**config.mk**
```make
export PLATFORM = sky130hd
export DESIGN_NAME = keypad_matrix_scanner_flat
export DESIGN_NICKNAME = d
export VERILOG_FILES = /design/src/rtl/keypad_pkg.sv /design/src/rtl/keypad_matrix_scanner_if.sv /design/src/rtl/keypad_tick_gen.sv /design/src/rtl/keypad_matrix_scanner.sv /design/src/flat_wrapper.sv
export SDC_FILE = /design/constraint.sdc
export NUM_CORES = 1
export LEC_CHECK = 0
export CAP_MARGIN = 30
export CORE_MARGIN = 8
export CORE_UTILIZATION = 30
export CTS_CLUSTER_DIAMETER = 150
export DETAILED_ROUTE_END_ITERATION = 16
export GPL_TIMING_DRIVEN = 0
export PLACE_DENSITY = 0.54
export SLEW_MARGIN = 20
export SYNTH_ARGS = -nofsm -noshare
export SYNTH_HDL_FRONTEND = slang
export SYNTH_SLANG_ARGS = --single-unit
```
**constraint.sdc**
```tcl
create_clock -name key_clk -period 3.7 [get_ports key_clk]
set_input_delay 0.925 -clock key_clk [delete_from_list [all_inputs] [get_ports key_clk]]
set_output_delay 0.925 -clock key_clk [all_outputs]
set_load 0.02 [all_outputs]
```
**src/rtl/keypad_pkg.sv**
```systemverilog
// keypad_pkg: shared types and helpers for the keypad matrix scanner.
// Holds the scanner state encoding, a width helper for codes and counters,
// and the row/column to key-index mapping.
package keypad_pkg;

  typedef enum logic [1:0] {
    IDLE,
    SCAN,
    DB_PRESS,
    PRESSED
  } kp_state_e;

  // Bits needed to hold the values 0..n-1 (never less than one bit).
  function automatic int unsigned width_of(input int unsigned n);
    return (n < 2) ? 1 : $clog2(n);
  endfunction

  // Key index reported downstream: row-major over the matrix.
  function automatic int unsigned code_of(input int unsigned row_idx,
                                          input int unsigned col_idx,
                                          input int unsigned cols);
    return row_idx * cols + col_idx;
  endfunction

endpackage

```
**src/rtl/keypad_matrix_scanner_if.sv**
```systemverilog
// keypad_matrix_scanner_if: key event channel between the scanner (master)
// and the consumer (slave). One key index per event, valid/ack handshake.
interface keypad_matrix_scanner_if #(
  parameter int CW = 4
);
  logic [CW-1:0] key_code;
  logic          key_valid;
  logic          key_ack;
  logic          key_down;
  logic          key_ovf;

  modport master (output key_code, key_valid, key_down, key_ovf, input key_ack);
  modport slave  (input key_code, key_valid, key_down, key_ovf, output key_ack);
endinterface

```
**src/rtl/keypad_tick_gen.sv**
```systemverilog
// keypad_tick_gen: free-running divider that strobes tick for one cycle
// every SCAN_DIV clocks; the scanner only samples and advances on ticks.
module keypad_tick_gen
  import keypad_pkg::*;
#(
  parameter int SCAN_DIV = 4
) (
  input  logic key_clk,
  input  logic rst,
  output logic tick
);
  localparam int DW = width_of(SCAN_DIV);
  localparam logic [DW-1:0] DIV_LAST = DW'(SCAN_DIV - 1);

  logic [DW-1:0] div_reg;

  // Count 0..SCAN_DIV-1 and wrap.
  always_ff @(posedge key_clk) begin
    if (rst) begin
      div_reg <= '0;
    end else if (div_reg == DIV_LAST) begin
      div_reg <= '0;
    end else begin
      div_reg <= div_reg + DW'(1);
    end
  end

  assign tick = (div_reg == DIV_LAST);
endmodule

```
**src/rtl/keypad_matrix_scanner.sv**
```systemverilog
// keypad_matrix_scanner: ROWS x COLS matrix keypad scanner. Drives one-hot
// column strobes, debounces press and release, and reports one key index per
// event over a valid/ack channel with overrun flagging.
// Optional auto-repeat is built only when KEYPAD_REPEAT_EN is defined.
module keypad_matrix_scanner
  import keypad_pkg::*;
#(
  parameter int ROWS         = 4,
  parameter int COLS         = 4,
  parameter int SCAN_DIV     = 4,
  parameter int DEBOUNCE     = 3,
  parameter int REPEAT_DELAY = 64,
  parameter int REPEAT_RATE  = 16
) (
  input  logic                 key_clk,
  input  logic                 rst,
  input  logic [ROWS-1:0]      row,
  output logic [COLS-1:0]      col,
  keypad_matrix_scanner_if.master kif
);
  localparam int CW = width_of(ROWS * COLS);
  localparam int IW = width_of(COLS);
  localparam int RW = width_of(ROWS);
  localparam int NW = width_of(DEBOUNCE);
  localparam logic [IW-1:0]   IDX_LAST  = IW'(COLS - 1);
  localparam logic [NW-1:0]   CNT_LAST  = NW'(DEBOUNCE - 1);
  localparam logic [COLS-1:0] COL_FIRST = COLS'(1);

  logic            tick;
  kp_state_e       state_reg, state_next;
  logic [IW-1:0]   idx_reg, idx_next;
  logic [COLS-1:0] col_reg, col_next;
  logic [ROWS-1:0] pat_reg, pat_next;
  logic [RW-1:0]   row_idx_reg, row_idx_next;
  logic [NW-1:0]   cnt_reg, cnt_next;
  logic            key_down_reg, key_down_next;
  logic [RW-1:0]   row_enc;
  logic            single_bit;
  logic            enter_pressed;
  logic            rpt_fire;
  logic            emit;
  logic            load;
  logic [CW-1:0]   code_next;
  logic [CW-1:0]   key_code_reg;
  logic            key_valid_reg;
  logic            key_ovf_reg;

  keypad_tick_gen #(.SCAN_DIV(SCAN_DIV)) u_tick (
    .key_clk (key_clk),
    .rst     (rst),
    .tick    (tick)
  );

  // Row index of the (single) asserted row bit.
  always_comb begin
    row_enc = '0;
    for (int i = 0; i < ROWS; i++) begin
      if (row[i]) row_enc = RW'(i);
    end
  end

  // Two or more row bits on one column means ghosting and is never accepted.
  assign single_bit = ($countones(row) == 1);

  // Scanner state, strobe, latched key and shared debounce counter.
  always_ff @(posedge key_clk) begin
    if (rst) begin
      state_reg    <= IDLE;
      idx_reg      <= '0;
      col_reg      <= '1;
      pat_reg      <= '0;
      row_idx_reg  <= '0;
      cnt_reg      <= '0;
      key_down_reg <= 1'b0;
    end else begin
      state_reg    <= state_next;
      idx_reg      <= idx_next;
      col_reg      <= col_next;
      pat_reg      <= pat_next;
      row_idx_reg  <= row_idx_next;
      cnt_reg      <= cnt_next;
      key_down_reg <= key_down_next;
    end
  end

  // Next-state logic; everything advances only on scan ticks.
  always_comb begin
    state_next    = state_reg;
    idx_next      = idx_reg;
    col_next      = col_reg;
    pat_next      = pat_reg;
    row_idx_next  = row_idx_reg;
    cnt_next      = cnt_reg;
    key_down_next = key_down_reg;
    enter_pressed = 1'b0;
    if (tick) begin
      case (state_reg)
        IDLE: begin
          if (row != '0) begin
            state_next = SCAN;
            idx_next   = '0;
            col_next   = COL_FIRST;
          end
        end
        SCAN: begin
          if (single_bit) begin
            pat_next     = row;
            row_idx_next = row_enc;
            if (DEBOUNCE == 1) begin
              state_next    = PRESSED;
              cnt_next      = '0;
              key_down_next = 1'b1;
              enter_pressed = 1'b1;
            end else begin
              state_next = DB_PRESS;
              cnt_next   = NW'(1);
            end
          end else if (idx_reg == IDX_LAST) begin
            state_next = IDLE;
            idx_next   = '0;
            col_next   = '1;
          end else begin
            idx_next = idx_reg + IW'(1);
            col_next = col_reg << 1;
          end
        end
        DB_PRESS: begin
          if (row == pat_reg) begin
            if (cnt_reg == CNT_LAST) begin
              state_next    = PRESSED;
              cnt_next      = '0;
              key_down_next = 1'b1;
              enter_pressed = 1'b1;
            end else begin
              cnt_next = cnt_reg + NW'(1);
            end
          end else begin
            state_next = IDLE;
            cnt_next   = '0;
            col_next   = '1;
          end
        end
        PRESSED: begin
          // Any nonzero row counts as still held, even a different pattern.
          if (row == '0) begin
            if (cnt_reg == CNT_LAST) begin
              state_next    = IDLE;
              cnt_next      = '0;
              col_next      = '1;
              key_down_next = 1'b0;
            end else begin
              cnt_next = cnt_reg + NW'(1);
            end
          end else begin
            cnt_next = '0;
          end
        end
        default: begin
          state_next = IDLE;
          col_next   = '1;
        end
      endcase
    end
  end

`ifdef KEYPAD_REPEAT_EN
  localparam int RPW = width_of(REPEAT_DELAY + REPEAT_RATE);
  localparam logic [RPW-1:0] RPT_FIRST = RPW'(REPEAT_DELAY - 1);
  localparam logic [RPW-1:0] RPT_NEXT  = RPW'(REPEAT_DELAY + REPEAT_RATE - 1);
  localparam logic [RPW-1:0] RPT_BASE  = RPW'(REPEAT_DELAY);

  logic [RPW-1:0] rpt_cnt_reg;

  // Ticks held since entering PRESSED; parks at REPEAT_DELAY after each repeat.
  always_ff @(posedge key_clk) begin
    if (rst || enter_pressed) begin
      rpt_cnt_reg <= '0;
    end else if (tick && state_reg == PRESSED) begin
      if (row == '0) begin
        rpt_cnt_reg <= '0;
      end else if (rpt_cnt_reg == RPT_NEXT) begin
        rpt_cnt_reg <= RPT_BASE;
      end else begin
        rpt_cnt_reg <= rpt_cnt_reg + RPW'(1);
      end
    end
  end

  assign rpt_fire = tick && (state_reg == PRESSED) && (row != '0) &&
                    ((rpt_cnt_reg == RPT_FIRST) || (rpt_cnt_reg == RPT_NEXT));
`else
  logic unused_rpt_cfg;
  assign unused_rpt_cfg = ^{REPEAT_DELAY, REPEAT_RATE};
  assign rpt_fire = 1'b0;
`endif

  assign emit      = enter_pressed | rpt_fire;
  assign load      = emit && (!key_valid_reg || kif.key_ack);
  assign code_next = CW'(code_of(int'(row_idx_next), int'(idx_next), COLS));

  // Event register: load a new code, hold until acknowledged, or flag a drop.
  always_ff @(posedge key_clk) begin
    if (rst) begin
      key_code_reg  <= '0;
      key_valid_reg <= 1'b0;
      key_ovf_reg   <= 1'b0;
    end else begin
      key_ovf_reg <= emit && key_valid_reg && !kif.key_ack;
      if (load) begin
        key_valid_reg <= 1'b1;
        key_code_reg  <= code_next;
      end else if (key_valid_reg && kif.key_ack) begin
        key_valid_reg <= 1'b0;
      end
    end
  end

  assign col           = col_reg;
  assign kif.key_code  = key_code_reg;
  assign kif.key_valid = key_valid_reg;
  assign kif.key_down  = key_down_reg;
  assign kif.key_ovf   = key_ovf_reg;
endmodule

```
**src/flat_wrapper.sv**
```systemverilog
// flat-port wrapper written by rule: the top's interface ports become plain ports
module keypad_matrix_scanner_flat import keypad_pkg::*;
#(
  parameter int ROWS         = 4,
  parameter int COLS         = 4,
  parameter int SCAN_DIV     = 4,
  parameter int DEBOUNCE     = 3,
  parameter int REPEAT_DELAY = 64,
  parameter int REPEAT_RATE  = 16
)
  (key_clk, rst, row, col, kif_key_code, kif_key_valid, kif_key_down, kif_key_ovf, kif_key_ack);
  keypad_matrix_scanner_if kif_i ();
  input  logic key_clk;
  input  logic rst;
  input  logic [ROWS-1:0] row;
  output logic [COLS-1:0] col;
  output wire logic [$bits(kif_i.key_code)-1:0] kif_key_code;
  output wire logic [$bits(kif_i.key_valid)-1:0] kif_key_valid;
  output wire logic [$bits(kif_i.key_down)-1:0] kif_key_down;
  output wire logic [$bits(kif_i.key_ovf)-1:0] kif_key_ovf;
  input wire logic [$bits(kif_i.key_ack)-1:0] kif_key_ack;
  assign kif_key_code = kif_i.key_code;
  assign kif_key_valid = kif_i.key_valid;
  assign kif_key_down = kif_i.key_down;
  assign kif_key_ovf = kif_i.key_ovf;
  assign kif_i.key_ack = kif_key_ack;
  keypad_matrix_scanner #(.ROWS(ROWS), .COLS(COLS), .SCAN_DIV(SCAN_DIV), .DEBOUNCE(DEBOUNCE), .REPEAT_DELAY(REPEAT_DELAY), .REPEAT_RATE(REPEAT_RATE)) u_core (.key_clk(key_clk), .rst(rst), .row(row), .col(col), .kif(kif_i));
endmodule
```
* Yosys cells after proc, flatten, opt, wreduce, memory -nomap -nowiden
Cells that the tools add are included.
Operators by class: add/sub/neg operators 7, equal/unequal tests 18, mux-type cells 42, reduce and logical (&&, ||, !) cells 19
Operator list (number):
- two-way mux 2 bit | 20
- adder 32 bit | 1
- == test 32 x 2 -> 1 bit (second input constant) | 1
- two-way mux 4 bit | 6
- AND reduction 6 bit | 3
- case mux 4 bit (4 select lines) | 1
- inequality test 2 x 1 -> 1 bit (second input constant) | 6
- two-way mux 1 bit | 11
- == test 2 bit (second input constant) | 5
- case mux 2 bit (4 select lines) | 1
- adder 2 x 1 -> 2 bit (second input constant) | 3
- case mux 2 bit (3 select lines) | 1
- AND reduction 3 bit | 2
- adder 1 x 1 -> 2 bit | 2
- adder 4 x 2 -> 4 bit | 1
- == test 4 bit | 1
- logical AND 1 bit | 4
- zero test 4 bit | 1
- inequality test 2 bit (second input constant) | 2
- case mux 2 bit (2 select lines) | 1
- nonzero test 2 bit | 2
- nonzero test 4 bit | 1
- inequality test 3 x 1 -> 1 bit (second input constant) | 1
- inequality test 3 bit (second input constant) | 1
- other kinds (7) | 8
Storage, ports and cells: flip-flop bits (word level) 25, input bits 7, logic and storage cells 97

* Depth between registers and ports, before layout
word-level depth 7, depth in mapped cells 8, depth with buffers taken out 8

* By module
Synthesis repeated with hierarchy kept, for this count alone.
Second synthesis, totals: cells, all modules 145, area total of the unflattened synthesis 1302.5 um2
Modules (own cells, without submodules):
- keypad_matrix_scanner | times used 1, cells an instance 140, area an instance 1227.4 um2
- keypad_tick_gen | times used 1, cells an instance 5, area an instance 75.1 um2

* Worst setup path before layout
OpenSTA, ideal clock, no wires.
path kind input-to-reg, from in row[0], to reg u_core.pat_reg[0], setup time 0.128 ns, arrival 2.855 ns, required time 3.572 ns, setup slack 0.718 ns, stages on the path 8, buffers on the path 0, cells stage by stage inv_1 > ha_1 > ha_1 > fa_1 > or3b_1 > nor2_2 > mux2i_1 > nor2_1
On the way: cells in the longest elaborated chain, start to end 4
RTL lines:
- from (decl) | RTL line flat_wrapper.sv:15 | input logic [ROWS-1:0] row;
- adder 1 x 1 -> 2 bit (not written as such) | RTL line keypad_matrix_scanner.sv:63 | assign single_bit = ($countones(row) == 1);
- adder 32 bit (not written as such) | RTL line keypad_matrix_scanner.sv:63
- == test 32 x 2 -> 1 bit | RTL line keypad_matrix_scanner.sv:63
- AND reduction 3 bit (no line)
- to (signal assigned) | RTL line keypad_matrix_scanner.sv:79 | pat_reg <= pat_next;
- to (decl) | RTL line keypad_matrix_scanner.sv:33 | logic [ROWS-1:0] pat_reg, pat_next;
Parallel ways exist; a longest one is shown, timed or not. A chain may end at the register's enable or synchronous reset.

* Worst setup path in the final report
from in row[2], to reg u_core.key_code_reg[2] (netlist: u_core.kif.key_code[2])
On the way: cells in the longest elaborated chain, start to end 7, elaborated cells on any way between the ends 19, those cells by class 3 x add/sub; 2 x eq/ne; 12 x mux; 2 x reduce/logical
RTL lines:
- adder 1 x 1 -> 2 bit (not written as such) | RTL line keypad_matrix_scanner.sv:63
- adder 32 bit (not written as such) | RTL line keypad_matrix_scanner.sv:63
- == test 32 x 2 -> 1 bit | RTL line keypad_matrix_scanner.sv:63
- two-way mux 2 bit | RTL line keypad_matrix_scanner.sv:106 | if (single_bit) begin
- case mux 2 bit (2 select lines) or two-way mux 2 bit (tied branches) | RTL line keypad_matrix_scanner.sv:97 | case (state_reg)
- two-way mux 2 bit | RTL line keypad_matrix_scanner.sv:96 | if (tick) begin
- adder 4 x 2 -> 4 bit | RTL line keypad_pkg.sv:22 | return row_idx * cols + col_idx;
- to (signal assigned) | RTL line keypad_matrix_scanner.sv:211 | key_code_reg <= code_next;
- to (decl) | RTL line keypad_matrix_scanner.sv:44 | logic [CW-1:0] key_code_reg;
Parallel ways exist; a longest one is shown, timed or not.

==> Flow_metrics.wiki <==
{| class="wikitable"
! Metric !! Value
|-
| Post-synthesis to final-layout area growth || 19.6%
|-
| Sequence of cells on the critical path || clkdlybuf4s50_1, inv_1, ha_1, ha_1, fa_1, or3b_1, nor2_2, o2111ai_1, a21oi_1
|-
| Post-Place Setup Slack || -74.0 ps
|-
| Headroom to the max-slew limit || 0.668
|-
| Crit path launch type || primary input
|-
| Simple-gate share of the synthesized area || 0.254
|-
| Unrepaired setup endpoints after global routing || false
|-
| Share of the core filled with cells in the final layout || 0.364
|-
| Routability cong. || 0.832
|-
| Area fraction of the dominant cell type after synthesis || 0.357
|-
| Area of the die || 0.00711 mm²
|-
| Net total in the final layout || 184
|-
| Switch share || 0.275
|-
| Largest family of logic cells by synthesized area || simple AND/OR/NAND/NOR gates
|-
| Post-detailed-route via-to-cell ratio || 5.32
|-
| Result of the run || finished, final reports clean
|-
| Post-CTS Resized || 0
|-
| HP Class || reg2reg
|-
| Number of flops mapped to enable cells by yosys || 0
|-
| Int Pwr || 0.391 mW
|-
| Biggest fanout along the worst timing path || 8
|-
| Number of fill cells in the layout || 462
|-
| Async SR Flop Fraction || 0
|-
| Net switching power figure || 0.148 mW
|-
| Total CTS buffers || 3
|-
| Detailed-route wire length || 3370 µm
|-
| Final ANT Viol Nets || 0
|-
| H-tree depth || 1
|-
| Clock tree root buffer cell || sky130_fd_sc_hd__clkbuf_8
|-
| Num ports || 18
|-
| Number of warning messages in the yosys log || 0
|-
| First-pass detailed-route iteration total || 4
|-
| Drt wl/cell || 15.2 µm
|-
| Input/output buffers || 16
|-
| Core outline area || 0.00460 mm²
|-
| Leakage component of the power || 0.632 nW
|-
| Fraction of the mapped netlist area in compound gates || 0.184
|-
| Setup crit end kind || register
|-
| Most used flip-flop cell after synthesis || sky130_fd_sc_hd__dfxtp_1
|-
| Number of antenna violations at the first check in global routing || 0
|-
| Clock group share of total power || 0.306
|-
| Iteration-0 DRC count of the detailed router || 104
|-
| Final hold viol count || 0
|-
| Max-cap violations || 0
|-
| Remaining DRCs || 0
|-
| Placed Cells incl. Taps || 218
|-
| Adder-cell share of the synthesized area || 0.0768
|-
| FF-to-FF path depth || 6
|-
| Slack of the critical path || 212 ps
|-
| Setup TNS Final || 0 ps
|-
| Leading cell types by total area after synthesis || sky130_fd_sc_hd__dfxtp_1 36%, sky130_fd_sc_hd__ha_1 6.3%, sky130_fd_sc_hd__mux2i_1 5.7%
|-
| Proportion of synthesized area in mux cells || 0.0571
|-
| Final Max Slew Viols || 0
|-
| Mapped cell area || 0.00140 mm²
|-
| Clock latency on the worst-skew pair || 280 ps
|-
| Sequential fraction of the synthesis area || 0.357
|-
| Xor and xnor fraction of the mapped netlist area || 0.0250
|-
| Cell taking the most area after synthesis || sky130_fd_sc_hd__dfxtp_1
|-
| Maximum number of pins on one net before global-route repair || 15
|-
| Time the worst path needs with I/O delays and setup || 3490 ps
|-
| Most Frequent Cell on Critical Path || sky130_fd_sc_hd__ha_1
|-
| Flip-flop and latch count after synthesis || 25
|-
| Ratio of cells with drive above 1 in the final layout || 0.119
|-
| Total chip power || 0.539 mW
|-
| Power per cell area || 322 mW/mm²
|-
| Count of unique library cells instantiated by Yosys || 50
|-
| Clk pin slew, worst setup/hold paths || 90 ps
|-
| Std cell rows || 25
|-
| Max Buffers Root-to-Sink || 2
|-
| First-pass GRT wire length || 5890 µm
|-
| Height of the die || 84.3 µm
|-
| Count of buffers added by post-CTS timing repair for setup || 0
|-
| Number of global-route vias before repair || 1251
|-
| Final worst-path cycle share || 0.943
|-
| TritonCTS clock tree || yes
|-
| Initial core utilization || 0.305
|-
| # setup viols final || 0
|-
| All-Layer GR Usage || 0.0983
|-
| Number of clock sinks || 25
|-
| Cells after Synth || 148
|-
| Fraction of power consumed by sequential logic || 0.523
|-
| Overall via count from detail_route || 1180
|-
| Area occupied by multi-input gates || 836 µm²
|-
| CP peak stage delay || 580 ps
|-
| Critical Path Slowest Stage Cell || sky130_fd_sc_hd__clkdlybuf4s50_1
|-
| Hold path depth || 1
|-
| Combinational Power Share || 0.171
|-
| Sequential cell area || 500 µm²
|-
| Max frequency || 287 MHz
|-
| Count of placed standard cells in the final layout, fillers left out || 222
|-
| Quantity of hold-fixing buffers added after cts || 0
|-
| Total half-perimeter wirelength after legalization and detailed placement || 2590 µm
|-
| Transition at the pin with the smallest max-transition slack || 498 ps
|-
| Worst IR Drop VDD || 0.239 mV
|-
| Diodes inserted || 0
|-
| Synthesized netlist net count || 163
|-
| Arrival time at the worst endpoint || 3690 ps
|-
| Synth Area per Inst || 9.47 µm²
|-
| Worst setup path category || in2reg
|-
| Total congestion overflow after global routing || 0
|-
| CP Data Required Time || 3900 ps
|-
| Clock skew after layout || 11.1 ps
|-
| Chip Width || 84.3 µm
|}
## worst max-delay path: cells and delay by family
family	cells	cell delay (ps)
fa+ha+maj	3	960
simple gates	2	800
buf+inv	2	650
compound gates	2	340
## per-stage QoR
stage	area [µm²]	hold WS [ps]
after floorplan	1400	404
after global placement	1630	416
after detailed placement	1630	435
after CTS	1680	448
after global routing	1680	468
final	1680	440
## routing by layer
metal | share of wire | GRT usage
met2 | 0.49 | 0.167
met4 | 0.0030 | 0.0123
met1 | 0.46 | 0.118
met5 | 0 | 0
met3 | 0.051 | 0.0358
## cells in the mapped netlist (2+ instances only)
cell type                   instances
sky130_fd_sc_hd__ha_1               7
sky130_fd_sc_hd__a32oi_1            2
sky130_fd_sc_hd__nor4_2             2
sky130_fd_sc_hd__nor2_2             2
sky130_fd_sc_hd__o21ai_1            3
sky130_fd_sc_hd__a21oi_1            5
sky130_fd_sc_hd__mux2i_1            8
sky130_fd_sc_hd__nor2_1            15
sky130_fd_sc_hd__o21ai_0            7
sky130_fd_sc_hd__and3_1             5
sky130_fd_sc_hd__buf_4              2
sky130_fd_sc_hd__nor2b_1            2
sky130_fd_sc_hd__xnor2_1            3
sky130_fd_sc_hd__nand2_1            2
sky130_fd_sc_hd__clkbuf_1           4
sky130_fd_sc_hd__nor3_1             4
sky130_fd_sc_hd__nand2b_1           2
sky130_fd_sc_hd__o2111ai_1          3
sky130_fd_sc_hd__nand4_1            2
sky130_fd_sc_hd__inv_1              8
sky130_fd_sc_hd__dfxtp_1           25
sky130_fd_sc_hd__nand3_1            4
sky130_fd_sc_hd__a211oi_1           4
## path summary, 6_finish.rpt
kind	startpoint	end	slack (ps)
worst max-delay path	row[2]	u_core.kif.key_code[2]$_SDFFE_PP0P_	210
worst max register to register	u_core.u_tick.div_reg[0]$_SDFF_PP0_	u_core.kif.key_code[3]$_SDFFE_PP0P_	1930
worst min-delay path	u_core.u_tick.div_reg[0]$_SDFF_PP0_	u_core.u_tick.div_reg[0]$_SDFF_PP0_	440
worst min register to register	u_core.u_tick.div_reg[0]$_SDFF_PP0_	u_core.u_tick.div_reg[0]$_SDFF_PP0_	440
## power groups by stage
stage               logic, mW  registers (mW)  clock network, mW
floorplan              0.0621           0.289                  0
global placement       0.0901           0.287                  0
detailed placement     0.0931           0.288                  0
CTS                    0.0936           0.282              0.174
global route            0.105           0.283              0.185
finish                 0.0922           0.282              0.165
## cell type report
type | count | area share
Buffer | 7 | 0.0209
Clock inverter | 1 | 0.00299
Timing Repair Buffer | 16 | 0.0956
Clock buffer | 3 | 0.0246
Multi-Input combinational cell | 108 | 0.499
Sequential cell | 25 | 0.299
Tap cell | 54 | 0.0403
Inverter | 8 | 0.0179
## cells in the final DEF (no fill, tap or decap), types with 2 or more instances in the layout
master	netlist	routed
sky130_fd_sc_hd__o21ai_0	7	7
sky130_fd_sc_hd__nor4_2	2	2
sky130_fd_sc_hd__nand2_1	2	2
sky130_fd_sc_hd__o2111ai_1	3	3
sky130_fd_sc_hd__nor2_1	15	15
sky130_fd_sc_hd__clkdlybuf4s50_1	0	16
sky130_fd_sc_hd__nor2b_1	2	2
sky130_fd_sc_hd__a211oi_1	4	4
sky130_fd_sc_hd__clkbuf_1	4	4
sky130_fd_sc_hd__buf_4	2	2
sky130_fd_sc_hd__nor3_1	4	4
sky130_fd_sc_hd__and3_1	5	5
sky130_fd_sc_hd__nand2b_1	2	2
sky130_fd_sc_hd__o21ai_1	3	3
sky130_fd_sc_hd__mux2i_1	8	8
sky130_fd_sc_hd__xnor2_1	3	3
sky130_fd_sc_hd__inv_1	8	8
sky130_fd_sc_hd__dfxtp_1	25	25
sky130_fd_sc_hd__a32oi_1	2	2
sky130_fd_sc_hd__nand4_1	2	2
sky130_fd_sc_hd__nor2_2	2	2
sky130_fd_sc_hd__ha_1	7	7
sky130_fd_sc_hd__nand3_1	4	4
sky130_fd_sc_hd__clkbuf_8	0	3
sky130_fd_sc_hd__a21oi_1	5	5
## cells by family (layout without fill, tap and decap cells)
family | count (synthesis) | after routing
XOR/XNOR | 4 | 4
buffers and inverters | 15 | 35
AND/OR/NAND/NOR | 54 | 54
adder cells (fa/ha/maj) | 8 | 8
multiplexers | 8 | 8
AO/OA/AOI/OAI | 34 | 34
flip-flops | 25 | 25
No activity file was read; power rests on OpenSTA's default activity.
